### src/rtl/seqdiv_pkg.sv
// Shared definitions for the sequential divider: FSM state encoding and counter sizing.
// Latency: none; this file holds only types and constant functions.
// Backpressure: not applicable.
package seqdiv_pkg;

  // IDLE waits for start, CALC runs one restoring step per clock, FIX applies signs.
  typedef enum logic [1:0] {
    ST_IDLE = 2'd0,
    ST_CALC = 2'd1,
    ST_FIX  = 2'd2
  } state_e;

  // The iteration counter must be able to hold the value WIDTH.
  function automatic int cnt_width(input int width);
    return $clog2(width + 1);
  endfunction

endpackage

### src/rtl/seqdiv_nbitsub.sv
// N-bit subtractor with borrow out, used as the divider's per-cycle trial subtract.
// Latency: combinational.
// Backpressure: none.
module seqdiv_nbitsub #(
  parameter int N = 7
) (
  input  logic [N-1:0] a_i,
  input  logic [N-1:0] b_i,
  output logic [N-1:0] diff_o,
  output logic         borrow_o
);

  // Borrow is the extra top bit of a zero-extended subtraction; set when b_i > a_i.
  assign {borrow_o, diff_o} = {1'b0, a_i} - {1'b0, b_i};

endmodule

### src/rtl/seqdiv.sv
// Restoring shift-subtract divider, signed or unsigned, with a start/busy/done handshake.
// Latency: done WIDTH+1 cycles after the accepting edge; 1 cycle on divide-by-zero.
// Backpressure: start is ignored while busy; no pipelining, one division in flight.
module seqdiv
  import seqdiv_pkg::*;
#(
  parameter int WIDTH  = 6,
  parameter bit SIGNED = 1'b1
) (
  input  logic             clk,
  input  logic             rst_n,
  input  logic             start,
  input  logic [WIDTH-1:0] dividend,
  input  logic [WIDTH-1:0] divisor,
  output logic             busy,
  output logic             done,
  output logic [WIDTH-1:0] quotient,
  output logic [WIDTH-1:0] remainder,
  output logic             err
);

  localparam int CW = cnt_width(WIDTH);
  localparam logic [WIDTH-1:0] MOST_NEG = {1'b1, {(WIDTH-1){1'b0}}};

  state_e           state_q, state_d;
  // dvd_q starts as the dividend magnitude and is progressively replaced by quotient bits.
  logic [WIDTH-1:0] dvd_q, dvd_d;
  logic [WIDTH-1:0] dsr_q, dsr_d;
  logic [WIDTH:0]   rem_q, rem_d;
  logic [CW-1:0]    cnt_q, cnt_d;
  logic             sdvd_q, sdvd_d;
  logic             sdsr_q, sdsr_d;
  logic             dz_q, dz_d;
  logic             ovf_q, ovf_d;
  logic [WIDTH-1:0] quo_q, quo_d;
  logic [WIDTH-1:0] rmd_q, rmd_d;
  logic             err_q, err_d;
  logic             done_q, done_d;

  logic [WIDTH:0]   trial_a;
  logic [WIDTH:0]   trial_diff;
  logic             trial_borrow;
  logic [WIDTH-1:0] q_mag;
  logic [WIDTH-1:0] r_mag;

  // Partial remainder shifted left with the next dividend MSB brought in.
  assign trial_a = (rem_q << 1) | {{WIDTH{1'b0}}, dvd_q[WIDTH-1]};

  seqdiv_nbitsub #(.N(WIDTH + 1)) u_trial (
    .a_i      (trial_a),
    .b_i      ({1'b0, dsr_q}),
    .diff_o   (trial_diff),
    .borrow_o (trial_borrow)
  );

  // On divide-by-zero CALC is skipped, so dvd_q still holds the dividend magnitude and
  // re-applying the dividend sign in FIX reproduces the original dividend exactly.
  assign q_mag = dz_q ? '0 : dvd_q;
  assign r_mag = dz_q ? dvd_q : rem_q[WIDTH-1:0];

  // Next-state and datapath: accept in IDLE, iterate in CALC, sign-correct in FIX.
  always_comb begin
    state_d = state_q;
    dvd_d   = dvd_q;
    dsr_d   = dsr_q;
    rem_d   = rem_q;
    cnt_d   = cnt_q;
    sdvd_d  = sdvd_q;
    sdsr_d  = sdsr_q;
    dz_d    = dz_q;
    ovf_d   = ovf_q;
    quo_d   = quo_q;
    rmd_d   = rmd_q;
    err_d   = err_q;
    done_d  = 1'b0;
    unique case (state_q)
      ST_IDLE: begin
        if (start) begin
          sdvd_d  = SIGNED & dividend[WIDTH-1];
          sdsr_d  = SIGNED & divisor[WIDTH-1];
          dvd_d   = (SIGNED & dividend[WIDTH-1]) ? -dividend : dividend;
          dsr_d   = (SIGNED & divisor[WIDTH-1]) ? -divisor : divisor;
          rem_d   = '0;
          cnt_d   = '0;
          dz_d    = (divisor == '0);
          ovf_d   = SIGNED && (dividend == MOST_NEG) && (divisor == '1);
          state_d = (divisor == '0) ? ST_FIX : ST_CALC;
        end
      end
      ST_CALC: begin
        rem_d = trial_borrow ? trial_a : trial_diff;
        dvd_d = {dvd_q[WIDTH-2:0], ~trial_borrow};
        cnt_d = cnt_q + CW'(1);
        if (cnt_q == CW'(WIDTH - 1)) begin
          state_d = ST_FIX;
        end
      end
      ST_FIX: begin
        quo_d   = (sdvd_q ^ sdsr_q) ? -q_mag : q_mag;
        rmd_d   = sdvd_q ? -r_mag : r_mag;
        err_d   = dz_q | ovf_q;
        done_d  = 1'b1;
        state_d = ST_IDLE;
      end
      default: begin
        state_d = ST_IDLE;
      end
    endcase
  end

  // State and datapath registers; reset aborts any operation and clears all results.
  always_ff @(posedge clk or negedge rst_n) begin
    if (!rst_n) begin
      state_q <= ST_IDLE;
      dvd_q   <= '0;
      dsr_q   <= '0;
      rem_q   <= '0;
      cnt_q   <= '0;
      sdvd_q  <= 1'b0;
      sdsr_q  <= 1'b0;
      dz_q    <= 1'b0;
      ovf_q   <= 1'b0;
      quo_q   <= '0;
      rmd_q   <= '0;
      err_q   <= 1'b0;
      done_q  <= 1'b0;
    end else begin
      state_q <= state_d;
      dvd_q   <= dvd_d;
      dsr_q   <= dsr_d;
      rem_q   <= rem_d;
      cnt_q   <= cnt_d;
      sdvd_q  <= sdvd_d;
      sdsr_q  <= sdsr_d;
      dz_q    <= dz_d;
      ovf_q   <= ovf_d;
      quo_q   <= quo_d;
      rmd_q   <= rmd_d;
      err_q   <= err_d;
      done_q  <= done_d;
    end
  end

  assign busy      = (state_q != ST_IDLE);
  assign done      = done_q;
  assign quotient  = quo_q;
  assign remainder = rmd_q;
  assign err       = err_q;

endmodule

### config.mk
export PLATFORM = sky130hd
export DESIGN_NAME = seqdiv
export DESIGN_NICKNAME = d
export VERILOG_FILES = /design/src/rtl/seqdiv_pkg.sv /design/src/rtl/seqdiv_nbitsub.sv /design/src/rtl/seqdiv.sv
export SDC_FILE = /design/constraint.sdc
export NUM_CORES = 1
export LEC_CHECK = 0
export ABC_AREA = 1
export CORE_ASPECT_RATIO = 1.25
export CORE_UTILIZATION = 40
export CTS_CLUSTER_DIAMETER = 60
export DETAILED_ROUTE_END_ITERATION = 7
export SLEW_MARGIN = 30
export SYNTH_ARGS = -nofsm -noshare
export SYNTH_HDL_FRONTEND = slang
export SYNTH_SLANG_ARGS = --single-unit
### constraint.sdc
create_clock -name clk -period 2.4 [get_ports clk]
set_clock_uncertainty 0.15 [all_clocks]
set_input_delay 0.72 -clock clk [delete_from_list [all_inputs] [get_ports clk]]
set_output_delay 0.72 -clock clk [all_outputs]
set_load 0.03 [all_outputs]
======== Yosys cells after proc, flatten, opt, wreduce, memory -nomap -nowiden ========
Cells that the tools add are included.
operators by class
  muxes and demuxes ....................... 18
  reductions and logical operators ........ 8
  add/subtract/negate cells ............... 6
  equal/unequal tests ..................... 7
  bitwise operators ....................... 4
operators by type and width
  operator                                              count
  2-to-1 mux 6 bit                                      9
  negator 6 bit                                         4
  one-hot mux 6 bit (2 select lines)                    2
  equality test 6 bit (second input constant)           2
  subtractor 7 x 6 -> 8 bit                             1
  bitwise OR 7 x 1 -> 7 bit                             1
  zero test 6 bit                                       1
  2-to-1 mux 2 bit                                      3
  one-hot mux 3 bit (2 select lines)                    1
  AND reduction 2 bit                                   3
  != test 2 bit (second input constant)                 2
  one-hot mux 2 bit (2 select lines)                    1
  nonzero test 2 bit                                    2
  adder 3 x 1 -> 3 bit (second input constant)          1
  equality test 3 bit (second input constant)           1
  2-to-1 mux 3 bit                                      1
  equality test 2 x 1 -> 1 bit (second input constant)  1
  equality test 2 bit (second input constant)           1
  zero test 2 bit                                       1
  logical AND 1 bit                                     1
  2-to-1 mux 1 bit                                      1
  inverter 1 bit                                        1
  bitwise OR 1 bit                                      1
  bitwise XOR 1 bit                                     1
word-level totals
  input bits .............................. 15
  logic and storage cells ................. 56
  output and inout bits ................... 15
  flip-flop bits (word level) ............. 41

======== Logic depth before layout (Yosys ltp) ========
Gate-level depths: netlist of run 1.
  depth in word-level cells ............... 4
  gate-level depth with buffers ........... 10
  mapped depth without buffers ............ 10

======== By module ========
A second synthesis of run 1 with hierarchy kept.
second synthesis, totals
  cell total of the unflattened synthesis .. 336
  area, all modules ....................... 2565.0 um2
modules (own cells, without submodules)
  module          seq. area each (um2)  times used  area each (um2)  cells an instance
  seqdiv          1026.0                1           2237.1           278
  seqdiv_nbitsub  0.0                   1           327.8            58

======== Worst setup path before layout of run 1 ========
Ideal clock, no wire load.
  path kind ............................... input port to flip-flop
  start point ............................. in dividend[0]
  end point ............................... reg dvd_q[2]
  setup slack ............................. 680 ps
  stages .................................. 7
  buffers on the path ..................... 0
  setup time .............................. 130 ps
  required time ........................... 2120 ps
  arrival ................................. 1440 ps
  cell sequence ........................... inv_1 > ha_1 > nor2_1 > xor2_1 > nand2_1 > o211ai_1 > o21ai_0
between the ends
  longest elaborated chain between the ends .. 4
RTL lines
  what                                RTL line       RTL
  from (decl)                         seqdiv.sv:13   input logic [WIDTH-1:0] dividend,
  negator 6 bit                       seqdiv.sv:81   dvd_d = (SIGNED & dividend[WIDTH-1]) ? -dividend : dividend;
  2-to-1 mux 6 bit                    seqdiv.sv:81
  2-to-1 mux 6 bit                    seqdiv.sv:78   if (start) begin
  one-hot mux 6 bit (2 select lines)  seqdiv.sv:76   unique case (state_q)
  to (signal assigned)                seqdiv.sv:129  dvd_q <= dvd_d;
  to (decl)                           seqdiv.sv:27   logic [WIDTH-1:0] dvd_q, dvd_d;
Every way passes these cells. The select of a mux whose other input is x is not followed.
A chain may end at the register's enable or synchronous reset.

======== Worst setup path in the final report of run 1 ========
  start point ............................. reg quo_q[4] (netlist: quotient[4])
  end point ............................... out quotient[4]
RTL lines
  what                    RTL line       RTL
  from (decl)             seqdiv.sv:35   logic [WIDTH-1:0] quo_q, quo_d;
  from (signal assigned)  seqdiv.sv:137  quo_q <= quo_d;
  to (decl)               seqdiv.sv:17   output logic [WIDTH-1:0] quotient,
No word-level cell between the ends.

==> out/metrics.cfg, run 1 <==
[sta]
period_needed_ns = 2.20
layout_worst_path_cycle_share = 0.918
fmax_mhz = 454
hold_viol_final = 0
maxSlewHeadroom = 0.655
finalSetupTns_ns = 0
tightestPinTransition_ns = 0.518
rsz0062_at_grt = no
maxSlewViolCount = 0
setup_viol = 0

[power_and_ir_drop]
pwr-share-seq = 0.307
p_switching_w = 0.00191
vdd_drop_max_mv = 0.568
clkPwrFrac = 0.113
p_int_w = 0.00210
comb_power_share = 0.580
leakagePower_nw = 1.50
switching_share = 0.477
power.density_nw_per_um2 = 1310

[logic_synthesis]
avgSynthCellArea_um2 = 7.85
ys_seq_area_frac = 0.393
yosysUniqueCellTypes = 34
synth_seq_cells = 41
synthCells = 332
postSynthNetCount = 361
yosys_warnings = 0
syn_area_um2 = 2610

[worst_setup_path]
endpoint_kind = output port
path_cells = clkdlybuf4s50_1
critPathLaunchType = flop
crit_type = flop to output port
worstRegToRegCells = 9
r2r_slack_ns = 0.56
crit_end = quotient[4]
crit_buf_inv = 1
rr_startpoint = dvd_q[5]
worst_ep_required_time_ns = 1.53
arrival_ns = 1.33
cp-startpoint = quotient[4]
crit_family = buffers and inverters
worst-path-stages = 1
path_max_fanout = 2
cpMaxStageDelayCell = clkdlybuf4s50_1
r2r_end = rem_q[4]
slowest_delay_ns = 0.67

[clocking]
clk_pin_slew_ns = 0.08
cts_tree = yes
clockRootBuffer = clkbuf_8
clock_latency_ns = 0.30
cts_max_level = 2
cts_hold_buffers = 0
cts_buffers = 5
numClockSinks = 41
clockBufferDepth = 2
cts_setup_buffers = 0

[grt]
grt_max_degree = 42
grt_pass1_vias = 2168
grt_pass1_wl_um = 10000
grt_usage = 0.195
antenna_found_initial = 0
gr-total-overflow = 0

[route]
firstDrtPassIters = 4
drtAntennaViolNets = 0
viasPerCell = 4.89
wl_um = 5670
drcViolationCount = 0
routedWlPerCell_um = 12.6
via_count = 2206
first_iter_violations = 65

[layout]
final_common_cell = nand2_1
antenna_cells = 0
nets = 394
area_growth_syn_to_layout_pct = 17.4
final_cell_mix = nand2_1, dfrtp_1, inv_1
drive_gt1_frac = 0.120
design_area_um2 = 3060

[placed_design]
place_congestion = 0.838
place_area_um2 = 2980
dp_hpwl_um = 4390
io_buffer_count = 29

[floorplan]
start_util = 0.417
num_rows = 32
die_h_um = 92.3
die_w_um = 74.2
die_area_um2 = 6850
core-area_um2 = 6250
design.portCount = 30

[job]
drv_cap = 0

[outcome]
status = finished, final reports clean

[worst_hold_path]
hp-class = primary input to asynchronous set/reset pin

==> flip-flops by register name, summed over array words and instances, names as in the netlist <==
name / cells
cnt_q: 3
done: 1
dsr_q: 6
dvd_q: 6
dz_q: 1
err: 1
ovf_q: 1
quotient: 6
rem_q: 6
remainder: 6
sdsr_q: 1
sdvd_q: 1
state_q: 2
==> synth_stat cells, drive strengths merged <==
| library cell | instances | area share |
|---|---|---|
| xor2 | 10 | 0.034 |
| or2 | 2 | 0.0048 |
| dfrtp | 41 | 0.39 |
| nor3 | 4 | 0.0096 |
| a21oi | 13 | 0.026 |
| nand4 | 1 | 0.0024 |
| xnor2 | 3 | 0.013 |
| ha | 13 | 0.062 |
| o22ai | 2 | 0.0048 |
| inv | 44 | 0.066 |
| nand3b | 2 | 0.0058 |
| o21ai | 30 | 0.058 |
| nand3 | 35 | 0.071 |
| a211oi | 2 | 0.0058 |
| fa | 1 | 0.0077 |
| buf | 7 | 0.020 |
| o211ai | 2 | 0.0058 |
| clkinv | 1 | 0.0014 |
| o32ai | 1 | 0.0034 |
| nor2 | 23 | 0.048 |
| nand2 | 94 | 0.15 |
| a21o | 1 | 0.0029 |
==> how the worst min path moves through the flow <==
stage,startpoint,endpoint,slack (ns),depth (start not counted)
after global routing,quotient[1],quotient[1],0.35,2
after global placement,remainder[3],remainder[3],0.31,2
final,rst_n,quotient[2],0.32,2
after detailed placement,err,err,0.31,2
after CTS,err,err,0.33,2
after floorplan,rst_n,cnt_q[0],0.27,0
==> cell type report <==
cell class / instances / area, um2
clock inverters: 2 / 10.0
clock buffers: 6 / 72.6
inverters: 45 / 176
flip-flops and latches: 41 / 1030
well taps: 85 / 106
multi-input cells: 239 / 1350
repair buffers: 33 / 318
fillers: 689 / 3180
==> worst register-to-register path: cells and delay by family, from the launching register on <==
kind / cells / cell delay [ns]
XOR/XNOR: 1 / 0.14
adder cells (fa/ha/maj): 2 / 0.56
buffers and inverters: 2 / 0.20
flip-flops: 1 / 0.38
AND/OR/NAND/NOR: 4 / 0.29
==> routing by layer <==
layer | wire, um | share of wire | GRT usage
met1 | 2440 | 0.43 | 0.232
met2 | 2990 | 0.53 | 0.342
met3 | 155 | 0.027 | 0.0363
met4 | 86 | 0.015 | 0.0676
met5 | 0 | 0 | 0
==> power by group through the flow <==
| stage | Sequential [W] | Clock, W | Combinational (W) |
|---|---|---|---|
| after floorplan | 0.00137 | 0 | 0.00162 |
| after global placement | 0.00124 | 0 | 0.00231 |
| after detailed placement | 0.00125 | 0 | 0.00235 |
| after CTS | 0.00123 | 0.000462 | 0.00236 |
| after global routing | 0.00127 | 0.000492 | 0.00267 |
| final | 0.00123 | 0.000453 | 0.00233 |
==> kinds of logic (layout without fill, tap and decap cells) <==
group,after synthesis,count (layout),share of synthesized area
AOI/OAI and AO/OA,51,51,0.107
xor gates and xnor gates,13,13,0.0465
adders and majority gates,14,14,0.0701
buffers and inverters,52,86,0.0878
DFF,41,41,0.393
and+or+nand+nor,161,161,0.296
==> metrics by stage <==
stage          setup slack (ns)  instances   util  hold slack, ns  power [W]
2_1_floorplan             0.680        332      -           0.274    0.00299
4_1_cts                  0.0194        451  0.490           0.333    0.00406
3_3_place_gp              0.152        443  0.477           0.312    0.00355
3_5_place_dp             0.0838        443  0.477           0.313    0.00360
6_report                  0.198        451  0.490           0.322    0.00401
5_1_grt                   0.141        451  0.490           0.349    0.00444
==> what timing repair did <==
action / CTS / global route
gates resized for setup: 0 / 1
hold endpoints to repair: 0 / 0
endpoints found under the setup margin: 0 / 1
No activity file was read; power rests on OpenSTA's default activity.
==> run 2: changes to the inputs <==
--- a/config.mk
+++ b/config.mk
@@ -8,7 +8,6 @@
 export ABC_AREA = 1
 export CORE_ASPECT_RATIO = 1.25
 export CORE_UTILIZATION = 40
-export CTS_CLUSTER_DIAMETER = 60
 export DETAILED_ROUTE_END_ITERATION = 7
 export SLEW_MARGIN = 30
 export SYNTH_ARGS = -nofsm -noshare
==> results of run 2 <==
Final layout, timing and power as in run 1 (identical DEF).
==> run 3: changes to the inputs <==
--- a/config.mk
+++ b/config.mk
@@ -5,7 +5,6 @@
 export SDC_FILE = /design/constraint.sdc
 export NUM_CORES = 1
 export LEC_CHECK = 0
-export ABC_AREA = 1
 export CORE_ASPECT_RATIO = 1.25
 export CORE_UTILIZATION = 40
 export DETAILED_ROUTE_END_ITERATION = 7
==> constraint.sdc (replaced) <==
create_clock -name clk -period 2.5 [get_ports clk]
set_clock_uncertainty 0.15 [all_clocks]
set_input_delay 0.75 -clock clk [delete_from_list [all_inputs] [get_ports clk]]
set_output_delay 0.75 -clock clk [all_outputs]
set_load 0.03 [all_outputs]
==> run 3 against run 2 <==
Effect of this change: combinational power barely moved; clock-buffer cell count is 1 higher; synthesized cell count decreased by 17%; critical path type unchanged; register-to-register slack worse by 0.26 ns.
==> out/metrics.cfg, run 3 <==
[logic_synthesis]
yosysUniqueCellTypes = 42
yosys.cell_count.top_type = dfrtp_1
synthCells = 274
synth_seq_cells = 41
yosys_warnings = 0
syn_area_um2 = 2470
synthTopCellsByArea = dfrtp_1, ha_1, nand2_1
ys.flop_type = dfrtp_1
synth_edf_count = 0
yosysTopAreaCellShare = 0.415
ys_seq_area_frac = 0.415
ys_top_cells_by_count = dfrtp_1, nand2_1, o21ai_0
yosysTopAreaCell = dfrtp_1
postSynthNetCount = 303
avgSynthCellArea_um2 = 9.02
postSynth.asyncResetShare = 1.00

[worst_setup_path]
cp-startpoint = state_q[1]
worst_ep_required_time_ns = 1.60
r2r_slack_ns = 0.30
arrival_ns = 1.54
crit_family = buffers and inverters
r2r_end = rem_q[1]
critPathLaunchType = flop
path_cells = or2_2 > clkdlybuf4s50_1
crit_buf_inv = 1
endpoint_kind = output port
rr_startpoint = rem_q[1]
cpMaxStageDelayCell = clkdlybuf4s50_1
path_max_fanout = 2
worst-path-stages = 2
worstRegToRegCells = 6
slowest_delay_ns = 0.60
crit_end = busy
crit_type = flop to output port

[layout]
fin_util = 0.510
final_common_cell = dfrtp_1
antenna_cells = 0
drive_gt1_frac = 0.100
final_cell_mix = dfrtp_1, nand2_1, clkdlybuf4s50_1
area_growth_syn_to_layout_pct = 21.7
nets = 337

[route]
drcViolationCount = 0
wl_um = 4940
routedWlPerCell_um = 12.6
drtAntennaViolNets = 0
via_count = 1912
firstDrtPassIters = 4
viasPerCell = 4.89
first_iter_violations = 64

[placed_design]
dp_hpwl_um = 3850
io_buffer_count = 29
place_congestion = 0.782
place_ws_ns = 0.0446

[floorplan]
core-area_um2 = 5900
start_util = 0.419
die_w_um = 72.3
design.portCount = 30
num_rows = 31
die_area_um2 = 6500
die_h_um = 89.9

[sta]
maxSlewViolCount = 0
rsz0062_at_grt = no
fin_ws_ns = 0.0600
hold_slack_ns = 0.331
hold_viol_final = 0
period_needed_ns = 2.44
maxSlewHeadroom = 0.612
finalSetupTns_ns = 0
tightestPinTransition_ns = 0.581
setup_viol = 0
fmax_mhz = 410
layout_worst_path_cycle_share = 0.976

[power_and_ir_drop]
vdd_drop_max_mv = 0.497
leakagePower_nw = 1.36
clkPwrFrac = 0.134
p_switching_w = 0.00176
pwr-share-seq = 0.298
comb_power_share = 0.567
p_int_w = 0.00233
switching_share = 0.431
power.density_nw_per_um2 = 1360
power_w = 0.00409

[clocking]
cts_hold_buffers = 0
cts_tree = yes
clock_latency_ns = 0.29
clockRootBuffer = clkbuf_8
cts_max_level = 2
cts_resized = 0
cts_setup_buffers = 0
numClockSinks = 41
cts_buffers = 5
clockBufferDepth = 2
clk_pin_slew_ns = 0.08

[grt]
gr-total-overflow = 0
grt_usage = 0.171
grt_max_degree = 42
grt_pass1_vias = 1953
antenna_found_initial = 0
grt_pass1_wl_um = 8920

[outcome]
status = finished, final reports clean

[worst_hold_path]
min_path_cells = 2
hp-class = flop to flop

[job]
drv_cap = 0

## run 3: final cells by class
class	count	area (um2)
clock buffers	7	86.3
clock inverters	1	30.0
fillers	605	2890
inverters	18	67.6
multi-input cells	201	1320
flip-flops and latches	41	1030
well taps	82	103
repair buffers	41	375
## run 3: logic make-up (layout without fill, tap and decap cells)
group,Yosys count,count (layout),share of synthesized area
mux,14,14,0.0577
flops,41,41,0.415
fa+ha+maj,14,14,0.0739
simple gates,89,89,0.172
buf+inv,32,67,0.0506
xor+xnor,17,17,0.0603
compound gates,67,67,0.170
## run 3: power by group through the flow
stage | logic (W) | clock network (W) | registers, W
after floorplan | 0.00163 | 0 | 0.00131
after global placement | 0.00232 | 0 | 0.00123
after detailed placement | 0.00236 | 0 | 0.00124
after CTS | 0.00236 | 0.000570 | 0.00122
after global routing | 0.00263 | 0.000593 | 0.00127
final | 0.00232 | 0.000550 | 0.00122
## run 3: worst min path at each step
stage                  from      endpoint  slack [ns]
2_1_floorplan         rst_n      cnt_q[0]        0.30
6_report       remainder[2]  remainder[2]        0.33
3_3_place_gp    quotient[4]   quotient[4]        0.31
3_5_place_dp   remainder[2]  remainder[2]        0.32
4_1_cts        remainder[2]  remainder[2]        0.34
5_1_grt         quotient[4]   quotient[4]        0.36
## run 3: stage by stage
step           area [um2]  cells
2_1_floorplan        2470    274
3_3_place_gp         2890    383
3_5_place_dp         2890    383
4_1_cts              3010    391
5_1_grt              3010    391
6_report             3010    391
## run 3: routing by layer
layer / GRT usage / part of all wire / vias up
li1: - / - / 1001
met1: 0.220 / 0.47 / 869
met2: 0.291 / 0.49 / 37
met3: 0.0314 / 0.031 / 5
met4: 0.0441 / 0.0093 / 0
met5: 0 / 0 / -
## run 3: worst reg2reg max path, stage by stage, from the launching register on
cell and delay [ns]:
dfrtp_1 0.43, ha_1 0.35, o21ai_1 0.16, a21oi_2 0.07, o41ai_4 0.56, mux2i_1 0.29
o21ai_2 0.06
==> edit 1: new RTL, flow settings as in run 2 <==
Add an input register stage for `start`, `dividend` and `divisor`, with the module's reset; this delays them by one clock.
--- a/src/rtl/seqdiv.sv
+++ b/src/rtl/seqdiv.sv
@@ -21,6 +21,22 @@
 
   localparam int CW = cnt_width(WIDTH);
   localparam logic [WIDTH-1:0] MOST_NEG = {1'b1, {(WIDTH-1){1'b0}}};
+
+  logic start_q;
+  logic [WIDTH-1:0] dividend_q;
+  logic [WIDTH-1:0] divisor_q;
+
+  always_ff @(posedge clk or negedge rst_n) begin
+    if (!rst_n) begin
+      start_q    <= '0;
+      dividend_q <= '0;
+      divisor_q  <= '0;
+    end else begin
+      start_q    <= start;
+      dividend_q <= dividend;
+      divisor_q  <= divisor;
+    end
+  end
 
   state_e           state_q, state_d;
   // dvd_q starts as the dividend magnitude and is progressively replaced by quotient bits.
@@ -75,16 +91,16 @@
     done_d  = 1'b0;
     unique case (state_q)
       ST_IDLE: begin
-        if (start) begin
-          sdvd_d  = SIGNED & dividend[WIDTH-1];
-          sdsr_d  = SIGNED & divisor[WIDTH-1];
-          dvd_d   = (SIGNED & dividend[WIDTH-1]) ? -dividend : dividend;
-          dsr_d   = (SIGNED & divisor[WIDTH-1]) ? -divisor : divisor;
+        if (start_q) begin
+          sdvd_d  = SIGNED & dividend_q[WIDTH-1];
+          sdsr_d  = SIGNED & divisor_q[WIDTH-1];
+          dvd_d   = (SIGNED & dividend_q[WIDTH-1]) ? -dividend_q : dividend_q;
+          dsr_d   = (SIGNED & divisor_q[WIDTH-1]) ? -divisor_q : divisor_q;
           rem_d   = '0;
           cnt_d   = '0;
-          dz_d    = (divisor == '0);
-          ovf_d   = SIGNED && (dividend == MOST_NEG) && (divisor == '1);
-          state_d = (divisor == '0) ? ST_FIX : ST_CALC;
+          dz_d    = (divisor_q == '0);
+          ovf_d   = SIGNED && (dividend_q == MOST_NEG) && (divisor_q == '1);
+          state_d = (divisor_q == '0) ? ST_FIX : ST_CALC;
         end
       end
       ST_CALC: begin
Formal check against the unedited RTL: not equivalent (Yosys sat finds a counterexample within 4 cycles, from zero or initial values and one cycle with rst_n low).
==> edit 1 against run 2 <==
  * Area after synthesis increased by 10%
  * Worst hold slack got worse by 110 ps
  * Non-clock buffer count decreased by 1
  * Core utilization decreased by 0.79 points
  * Power increased by 18%
  * Setup slack got worse by 3.0 ps
  * Design area increased by 9.9%
  * Wire length decreased by 0.41%
  * Synthesized cell count increased by 5.7%
  * Sequential cell count increased by 13
  * Global-route usage decreased by 2.9 points
  * Via count increased by 5.3%
==> edit 1: results (changes against run 2) <==
Run status
  – Status: finished, final reports clean

Drt
  – WL met1: 2550 um (+4.3%)
  – DR WL/cell: 11.9 um (-5.2%)
  – DR vias/cell: 4.90 (+0.24%)
  – Vias: 2324 (+5.3%)
  – Routed wl met3: 185 um (+19%)

GRT
  – Largest net degree at the start of global routing: 35 (-17%)
  – GRT Total Usage: 16.6% (-2.9 points)
  – GR Util met1: 20.3% (-3.0 points)
  – First-pass GRT wire length: 9910 um (-1.0%)
  – Met2 Use GR: 29.1% (-5.1 points)
  – Global routing usage on met3: 3.49% (-0.14 points)
  – Initial antenna violation count: 0 (unchanged)

Place
  – Placed Cells: 466 (+5.2%)
  – Dpl cell area: 0.00327 mm2 (+9.9%)
  – Post-place setup slack: 322 ps (+238 ps)
  – Post-DP HPWL: 4360 um (-0.67%)
  – Gp weighted congestion: 0.788 (-6.0%)

Logic synthesis
  – Yosys warns: 0 (unchanged)
  – Sequential element share of the synthesized area: 46.9% (+7.6 points)
  – Synth unique cells: 38 (+12%)
  – Synth top area cells: dfrtp_1 (47%), nand2_1 (14%), nand3_1 (5.9%)
  – Most instantiated cells after synthesis: nand2_1 (106), dfrtp_1 (54), inv_1 (36), nand3_1 (34), nor2_1 (20)

STA
  – Worst-margin pin slew: 483 ps (-34.5 ps)

Finish
  – Layout cell share with drive strength beyond 1: 7.55% (-4.5 points)
  – Final nets: 412 (+4.6%)
  – Layout fillers: 735 (+6.7%)

Clock network
  – # resized after CTS: 1 (+1)
  – CTS root buf: clkbuf_8
  – Clock-pin slew on the worst setup and hold paths: 100 ps (+20 ps)

Worst setup path
  – CP max-delay cell: clkdlybuf4s50_1

Power and ir drop
  – Worst vdd ir: 0.511 mV (-10%)
  – Leakage power: 1.66 nW (+10%)
-- edit 1: changes by cell type in the layout (fill, tap and decap cells not counted), sizes merged, moves of 2 or more --
cell,run 2,this run
clkinv,3,0
dfrtp,41,54
a21oi,13,9
o31ai,0,2
a22oi,0,2
xor2,10,5
nand4,1,4
o221ai,0,2
nand2,94,109
a211oi,2,0
o21ai,30,22
-- edit 1: cells by family (layout without fill, tap and decap cells) --
| group | count (synthesis) | count (layout) | share of synthesized area [%] |
|---|---|---|---|
| simple gates | 179 | 179 | 27.5 |
| flops | 54 | 54 | 46.9 |
| xor+xnor | 8 | 8 | 2.43 |
| buf+inv | 50 | 83 | 7.08 |
| compound gates | 46 | 46 | 9.77 |
| fa+ha+maj | 14 | 14 | 6.34 |
-- edit 1: where the power goes --
group          leakage (nW)  internal (mW)  switching [mW]
registers             0.663           1.24           0.280
clock network        0.0489          0.239           0.293
logic                 0.945           1.04            1.64
total                  1.66           2.51            2.21
-- edit 1: worst paths after layout --
| check | end | cells past startpoint | slack, ps | start |
|---|---|---|---|---|
| worst max-delay path | err | 1 | 190 | err |
| worst min-delay path | rem_q[0] | 1 | 210 | rst_n |
| worst max register to register | rem_q[4] | 10 | 490 | dvd_q[5] |
| worst min register to register | cnt_q[2] | 1 | 330 | cnt_q[2] |
| max in group asynchronous | cnt_q[1] | 2 | 1350 | rst_n |
| min in group clk | cnt_q[2] | 1 | 330 | cnt_q[2] |
-- edit 1: cell type report --
class	count	area (um2)	area share, %
Sequential cell	54	1350	40.2
Multi-Input combinational cell	247	1330	39.4
Timing Repair Buffer	32	319	9.48
Inverter	43	161	4.80
Tap cell	90	113	3.35
Clock buffer	7	86.3	2.57
Clock inverter	1	8.76	0.260
==> edit 2: new RTL, flow settings as in run 2 <==
Made on the original files. Change the parameter `WIDTH` from 6 to 3.
--- a/src/rtl/seqdiv.sv
+++ b/src/rtl/seqdiv.sv
@@ -4,7 +4,7 @@
 module seqdiv
   import seqdiv_pkg::*;
 #(
-  parameter int WIDTH  = 6,
+  parameter int WIDTH  = 3,
   parameter bit SIGNED = 1'b1
 ) (
   input  logic             clk,
Interface: changed (resized dividend, divisor, quotient and remainder); port bits go from 30 to 18. The function was not compared with the original's and may differ.
==> edit 2 against run 2 <==
  * Count of clock-buffer cells in the layout down 2
  * Wire length shrank 52%
  * Power decreased by 45%
  * Design area down 47%
  * Area after synthesis shrank 48%
  * Setup slack better by 32 ps
  * Sequential cell count fell by 16
  * Critical path type unchanged
  * Largest cell class is now registers
  * Highest routed layer unchanged
==> edit 2: results (changes against run 2) <==
Drt
  – WL final: 2690 um (-52%)
  – DR pass1 iterations: 4 (unchanged)
  – Routed wl met3: 77 um (-50%)
  – WL met1: 1240 um (-49%)
  – Top Metal Used: met4
  – Routed met2 length: 1330 um (-56%)
  – Vias: 1105 (-50%)
  – Initial DRC count: 23 (-65%)

Place
  – Gp weighted congestion: 0.813 (-3.0%)
  – Dpl cell area: 0.00157 mm2 (-47%)
  – Post-place setup slack: 240 ps (+157 ps)
  – Post-DP HPWL: 2100 um (-52%)
  – Port Buffers: 17 (-41%)

Logic synthesis
  – Syn nets: 184 (-49%)
  – Post-Synth Adder-Cell Area: 8.88% (+1.9 points)
  – Compound-Gate Fraction of Synth Area: 9.99% (-0.66 points)
  – Synth unique cells: 20 (-41%)
  – Sequential element share of the synthesized area: 46.3% (+6.9 points)
  – Synth top area cells: dfrtp_1 (46%), nand2_1 (16%), ha_1 (7.4%)
  – Yosys warns: 0 (unchanged)
  – Avg Inst Size Synth: 8.15 um2 (+3.7%)
  – Xor/xnor share of the synthesized area: 0% (-4.7 points)
  – Most instantiated cells after synthesis: nand2_1 (57), dfrtp_1 (25), inv_1 (19), nand3_1 (13)

Worst setup path
  – Worst Path Max Fanout: 2 (unchanged)
  – Worst r2r src: dvd_q[2]
  – FF-to-FF End: rem_q[1]
  – Setup slack, reg-to-reg: 550 ps

GRT
  – Global routing usage on met3: 2.05% (-1.6 points)
  – First-pass GRT wire length: 4660 um (-53%)
  – Initial antenna violation count: 0 (unchanged)
  – GRT Total Usage: 18.0% (-1.5 points)
  – Met2 Use GR: 30.1% (-4.1 points)
  – GR Util met1: 22.9% (-0.36 points)
  – Largest net degree at the start of global routing: 26 (-38%)

Finish
  – Fin cells: 224 (-50%)
  – Layout cell share with drive strength beyond 1: 9.09% (-2.9 points)
  – Final nets: 206 (-48%)

Clock network
  – Inserted Clock Buffers: 3 (-2)
  – Setup repair bufs after CTS: 0 (unchanged)
  – Clock Latency Late Sink: 270 ps (-30 ps)
  – H-tree levels: 1 (-1)

Power and ir drop
  – Leakage power: 0.815 nW (-46%)
  – Worst vdd ir: 0.591 mV (+4.2%)
  – Power Sequential: 756 uW (-39%)
  – Internal power: 1.17 mW (-44%)
  – P_clk: 258 uW (-43%)
  – P per Cell Area: 1360 mW/mm2 (+4.1%)

STA
  – Worst slew margin: 78.4% (+13 points)
  – Worst hold margin: 334 ps (+12.4 ps)

Min path
  – Hold depth: 2
  – Hold Path Class: reg -> reg

Run status
  – Status: finished, final reports clean
-- edit 2: cell count changes after synthesis, sizes merged, moves of 4 or more --
cell          run 2  this run
nand2            94        59
nand3            35        14
inv              44        25
dfrtp            41        25
nor2             23         7
a21oi            13         3
o21ai            30        20
xor2             10         0
buf               7         1
ha               13         8
nor3              4         0
-- edit 2: how the worst max path moves through the flow --
stage | slack (ps) | start | endpoint | cells past startpoint
finish | 230 | remainder[1] | remainder[1] | 1
global route | 180 | quotient[2] | quotient[2] | 1
CTS | 6 | state_q[1] | busy | 3
detailed placement | 240 | divisor[0] | state_q[1] | 6
global placement | 270 | divisor[0] | state_q[0] | 7
floorplan | 760 | dvd_q[2] | rem_q[0] | 9
-- edit 2: final cells by class --
class	count	area (um2)
clock buffer	4	45.0
tap	37	46.3
sequential	25	626
inverter	25	98.8
timing repair buffer	18	180
multi-input combinational	115	617
fill	325	1610
-- edit 2: repair_timing --
item	in CTS	in global routing
resized for setup	0	1
endpoints found under the setup margin	0	1
endpoints found under the hold margin	0	0
